==> config.mk <==
export PLATFORM = sky130hd
export DESIGN_NAME = fetch_unit
export DESIGN_NICKNAME = d
export VERILOG_FILES = /design/src/rtl/oc2_pkg.sv /design/src/rtl/pc_next_mux.sv /design/src/rtl/fetch_unit.sv
export SDC_FILE = /design/constraint.sdc
export NUM_CORES = 1
export LEC_CHECK = 0
export BUFFER_PORTS_ARGS = -buffer_cell sky130_fd_sc_hd__buf_4
export CORE_ASPECT_RATIO = 1.4
export CORE_MARGIN = 1
export CORE_UTILIZATION = 25
export CTS_BUF_LIST = sky130_fd_sc_hd__clkbuf_4 sky130_fd_sc_hd__clkbuf_8
export DETAILED_ROUTE_END_ITERATION = 10
export GPL_ROUTABILITY_DRIVEN = 0
export MAX_ROUTING_LAYER = met4
export SLEW_MARGIN = 20
export SYNTH_ARGS = -nofsm -noshare
export SYNTH_HDL_FRONTEND = slang
export SYNTH_HIERARCHICAL = 1
export SYNTH_SLANG_ARGS = --single-unit
==> constraint.sdc <==
create_clock -name clock -period 3.11 [get_ports clock]
set_input_delay 0.622 -clock clock [delete_from_list [all_inputs] [get_ports clock]]
set_output_delay 0.622 -clock clock [all_outputs]
set_load 0.01 [all_outputs]
==> src/rtl/oc2_pkg.sv <==
// Shared constants and types for the instruction-fetch stage.
// PC source selector encodings match what Decode drives on id_if_selpctype.
package oc2_pkg;

  localparam logic [1:0] PCSEL_BRANCH = 2'b00;  // pc-relative branch target
  localparam logic [1:0] PCSEL_REG    = 2'b01;  // jr: register target
  localparam logic [1:0] PCSEL_INDEX  = 2'b10;  // j/jal: pseudo-direct target
  localparam logic [1:0] PCSEL_EXC    = 2'b11;  // exception vector

  // sll $0,$0,0 -- what Decode sees when no instruction is issued.
  localparam logic [31:0] NOP_INSTR = 32'h0000_0000;

  typedef enum logic [1:0] {
    ST_IDLE  = 2'd0,
    ST_FETCH = 2'd1
  } fetch_state_t;

endpackage

==> src/rtl/pc_next_mux.sv <==
// Next-PC selection for the fetch stage: picks the redirect target from the
// selector, applies alignment handling, and chooses between redirect target,
// pending target and sequential pc+4.
// Optional feature: FETCH_ALIGN_CHECK_EN (misaligned targets trap to EXC_VECTOR).
module pc_next_mux
  import oc2_pkg::*;
#(
  parameter logic [31:0] EXC_VECTOR = 32'h0000_0080
) (
  input  logic [1:0]  selpctype,
  input  logic [31:0] pcimd2ext,
  input  logic [31:0] rega,
  input  logic [31:0] pcindex,
  input  logic        take_redirect,
  input  logic        pend,
  input  logic [31:0] ptgt,
  input  logic [31:0] pc,
`ifdef FETCH_ALIGN_CHECK_EN
  output logic        misalign,
`endif
  output logic [31:0] target,
  output logic [31:0] npc
);

  logic [31:0] raw_target;

  // Raw target chosen by the Decode selector.
  always_comb begin
    raw_target = EXC_VECTOR;
    case (selpctype)
      PCSEL_BRANCH: raw_target = pcimd2ext;
      PCSEL_REG:    raw_target = rega;
      PCSEL_INDEX:  raw_target = pcindex;
      default:      raw_target = EXC_VECTOR;
    endcase
  end

`ifdef FETCH_ALIGN_CHECK_EN
  // Misaligned targets are replaced by the exception vector and flagged.
  always_comb begin
    misalign = 1'b0;
    target   = raw_target;
    if (raw_target[1:0] != 2'b00) begin
      target   = EXC_VECTOR;
      misalign = take_redirect;
    end
  end
`else
  // Without the check, low bits are simply dropped to keep fetches word aligned.
  always_comb begin
    target = {raw_target[31:2], 2'b00};
  end
`endif

  // A live redirect wins over a pending one; otherwise fall through sequentially.
  always_comb begin
    npc = pc + 32'd4;
    if (take_redirect) begin
      npc = target;
    end else if (pend) begin
      npc = ptgt;
    end
  end

endmodule

==> src/rtl/fetch_unit.sv <==
// Instruction-fetch stage: owns the PC, runs the req/ack memory port and
// loads the IF/ID register (instruction + PC+4) consumed by Decode.
// The instruction after a branch (delay slot) always issues; redirects that
// arrive while the fetch is still waiting are parked until the next ack.
// Optional feature: FETCH_ALIGN_CHECK_EN adds the if_exc_misalign port.
//
// Memory handshake: if_mem_req is high in every FETCH cycle with if_mem_addr
// stable; a transfer happens in exactly the cycle mem_if_ack=1 (which may be
// the first cycle of the request), and mem_if_data is only looked at then.
module fetch_unit
  import oc2_pkg::*;
#(
  parameter logic [31:0] RESET_PC   = 32'h0000_0000,
  parameter logic [31:0] EXC_VECTOR = 32'h0000_0080
) (
  input  logic        clock,
  input  logic        reset,
  output logic        if_mem_req,
  output logic [31:0] if_mem_addr,
  input  logic        mem_if_ack,
  input  logic [31:0] mem_if_data,
  output logic [31:0] if_id_instruc,
  output logic [31:0] if_id_nextpc,
  input  logic        id_if_selpcsource,
  input  logic [1:0]  id_if_selpctype,
  input  logic [31:0] id_if_pcimd2ext,
  input  logic [31:0] id_if_rega,
  input  logic [31:0] id_if_pcindex,
`ifdef FETCH_ALIGN_CHECK_EN
  output logic        if_exc_misalign,
`endif
  output logic [1:0]  debug_state
);

  fetch_state_t state, state_next;
  logic [31:0]  pc;
  logic [31:0]  ptgt;
  logic         pend;
  logic         valid;
  logic [31:0]  target;
  logic [31:0]  npc;
  logic         take_redirect;
  logic         fetching;

  // Redirects only count when Decode holds a real (non-bubble) instruction.
  assign take_redirect = valid & id_if_selpcsource;
  assign fetching      = (state == ST_FETCH);
  assign if_mem_addr   = pc;
  assign debug_state   = state;

  pc_next_mux #(
    .EXC_VECTOR (EXC_VECTOR)
  ) u_pc_next_mux (
    .selpctype     (id_if_selpctype),
    .pcimd2ext     (id_if_pcimd2ext),
    .rega          (id_if_rega),
    .pcindex       (id_if_pcindex),
    .take_redirect (take_redirect),
    .pend          (pend),
    .ptgt          (ptgt),
    .pc            (pc),
`ifdef FETCH_ALIGN_CHECK_EN
    .misalign      (if_exc_misalign),
`endif
    .target        (target),
    .npc           (npc)
  );

  // FSM state register.
  always_ff @(posedge clock or negedge reset) begin
    if (!reset) begin
      state <= ST_IDLE;
    end else begin
      state <= state_next;
    end
  end

  // Next state and request: one idle cycle out of reset, then fetch forever.
  always_comb begin
    state_next = state;
    if_mem_req = 1'b0;
    case (state)
      ST_IDLE:  state_next = ST_FETCH;
      ST_FETCH: if_mem_req = 1'b1;
      default:  state_next = ST_IDLE;
    endcase
  end

  // PC, pending redirect and IF/ID register update.
  always_ff @(posedge clock or negedge reset) begin
    if (!reset) begin
      pc            <= RESET_PC;
      pend          <= 1'b0;
      ptgt          <= RESET_PC;
      valid         <= 1'b0;
      if_id_instruc <= NOP_INSTR;
      if_id_nextpc  <= 32'h0000_0000;
    end else if (fetching) begin
      if (mem_if_ack) begin
        if_id_instruc <= mem_if_data;
        if_id_nextpc  <= pc + 32'd4;
        valid         <= 1'b1;
        pc            <= npc;
        pend          <= 1'b0;
      end else begin
        if_id_instruc <= NOP_INSTR;
        valid         <= 1'b0;
        if (take_redirect) begin
          pend <= 1'b1;
          ptgt <= target;
        end
      end
    end
  end

endmodule
==> qor.yml <==
cp_max_fo: 12
cp.arrival_ns: 2.75
synthAdderAreaFrac_pct: 0.339
num-fill-cells: 3088
dieArea_um2: 30200
min_period_over_period_pct: 77.5
antenna_found_initial: 0
yosys_warnings: 6
insertion_delay_ns: 0.46
syn_inst: 849
finish.utilization_pct: 34.1
synth_common_cells: "180 x nand2_1, 131 x dfrtp_1, 98 x o21ai_0"
drt-vias-per-instance: 4.60
drt_iter0_drc: 232
finalMaxSlewViolations: 0
worstSetupStartpoint: "if_mem_addr[12]$_DFFE_PN0P_"
reg2regPathDepth: 7
fp-row-count: 74
min_path_type: "in -> async"
synthArstFlopShare_pct: 100
synth-seq-cells: 131
ys_seq_area_share_pct: 44.4
worstMarginPinSlew_ns: 0.721
syn_area_per_cell_um2: 8.70
synth-simple-area-share_pct: 22.5
yosys.area_share.xor_xnor_pct: 4.39
cts_hold_buffers: 0
nNetsFinal: 1190
cts_max_path_buffers: 2
final_area_um2: 9920
wirelength_met1_mm: 9.39
cap_violations: 0
overflow: 0
grt_max_degree: 75
highest_layer: "met4"
postCtsSetupBuffers: 0
yosysMostFrequentCell: "nand2_1"
timing_worst_setup_path_type: "reg -> reg"
cp-start-kind: "flop"
synth_edf_count: 0
antenna_cells: 0
finalSetupViolCount: 0
end_kind: "flop"
synth_top_family_by_area: "simple AND/OR/NAND/NOR gates"
cts_resized: 0
leakage_nw: 4.53
synth_top_area_share_pct: 44.4
period_needed_ns: 2.41
required_ns: 3.45
hpwl_mm: 16.3
dieHeight_um: 205
wl_per_cell_um: 14.9
cts_tree: "done"
synth_flop_cell: "dfrtp_1"
max_freq_ghz: 0.415
hold_viol_final: 0
grt_pass1_wl_mm: 33.5
dr.pass1.iters: 4
dr_total_vias: 6661
cts_buffers: 17
wl_met3_mm: 1.04
powerDensity_nw_per_um2: 567
syn_area_um2: 7380
rrSetupSlack_ns: 0.70
slew_headroom_pct: 52.0
portBuffers: 225
final.setup.tns_ns: 0
synth_cell_types: 50
htree_levels: 4
fin_skew_ns: 0.0119
cts_sinks: 131
synth_area_leaders: "dfrtp_1 44%, nand2_1 9.2%, o21ai_0 6.6%, mux2_2 5.2%, mux2i_1 4.7%"
drc: 0
ant_nets: 0
die_w_um: 147
hold_ws_ns: 0.175
synthToLayoutAreaGrowth_pct: 34.4
r2r-end: "if_mem_addr[23]$_DFFE_PN0P_"
io_pins: 233
finalWirelength_mm: 21.6
synth_compound_area_share_pct: 12.7
wl_met2_mm: 10.6
yosysTopAreaCell: "dfrtp_1"
post_dp_cell_area_um2: 9500
core_um2: 29100
start_util_pct: 25.4
outcome: "complete, no violations"
clk_pin_slew_worst_paths_ns: 0.08
grt_pass1_vias: 6243
rsz0062_at_grt: "no"
gr-usage-all-layers_pct: 14.8
reg2reg_from: "if_mem_addr[12]$_DFFE_PN0P_"
cts_root_buffer: "clkbuf_8"
muxShareOfSynthArea_pct: 9.93
max-vdd-ir-drop_uv: 194
drive_above_1_share_pct: 31.3
==> where the power goes <==
part | internal (mW) | switching (mW)
sequential | 2.05 | 0.433
clock | 0.879 | 0.662
combinational | 0.827 | 0.775
total | 3.75 | 1.87
==> worst max-delay path by stage <==
stage / endpoint / slack [ns] / cells past startpoint
after floorplan: if_id_nextpc[26]$_DFFE_PN0P_ / 0.97 / 6
after global placement: if_mem_addr[23]$_DFFE_PN0P_ / 0.76 / 7
after detailed placement: if_mem_addr[20]$_DFFE_PN0P_ / 0.70 / 8
after CTS: if_mem_addr[20]$_DFFE_PN0P_ / 0.71 / 8
after global routing: if_mem_addr[20]$_DFFE_PN0P_ / 0.58 / 8
final: if_mem_addr[23]$_DFFE_PN0P_ / 0.70 / 7
==> sequential cells by signal (all words and copies together), names as in the netlist <==
signal         count
debug_state        1
if_id_nextpc      32
if_mem_addr       32
if_id_instruc     32
pend               1
ptgt              32
valid              1
==> worst max-delay path: stages, from the launching register on <==
cell     delay [ns]
dfrtp_1        0.61
nand4_1        0.24
or4_1          0.74
nor3_1         0.35
xnor2_1        0.16
o21ai_1        0.07
nand2_1        0.06
nand2_1        0.06
==> area by class of cell <==
| class | instances | area, um^2 | area share, % |
|---|---|---|---|
| well taps | 380 | 475 | 4.79 |
| clock inverters | 9 | 128 | 1.29 |
| clock buffers | 23 | 298 | 3.00 |
| flip-flops and latches | 131 | 3280 | 33.0 |
| multi-input cells | 617 | 3710 | 37.3 |
| repair buffers | 245 | 1880 | 18.9 |
| inverters | 42 | 158 | 1.59 |
==> logic make-up after synthesis <==
family,after synthesis
other,3
adder cells (fa/ha/maj),2
AND/OR/NAND/NOR,343
AO/OA/AOI/OAI,162
buffers and inverters,102
flip-flops,131
multiplexers,69
XOR/XNOR,37
==> stage by stage <==
step | power, mW | std cells | setup slack [ns]
after global placement | 4.11 | 1415 | 0.756
after global routing | 6.00 | 1447 | 0.578
after floorplan | 3.25 | 850 | 0.970
after detailed placement | 4.15 | 1415 | 0.703
final | 5.62 | 1447 | 0.700
after CTS | 5.72 | 1447 | 0.709
==> metal layers <==
layer | up-vias | track usage, %
met3 | 28 | 2.86
met4 | 0 | 6.15
met2 | 206 | 24.7
met1 | 3060 | 17.3
met5 | - | -
li1 | 3367 | -
==> layout by cell type (no fill, tap or decap), drive strengths merged, types with 13 or more instances in the layout <==
cell,instances
dfrtp,131
xor2,14
nand2,180
o31ai,13
inv,42
o21ai,102
nor2,27
a31oi,14
nand3,57
buf,245
or4,16
clkbuf,23
xnor2,23
mux2,34
nand4,15
mux2i,35
(Power assumes the default switching activity.)
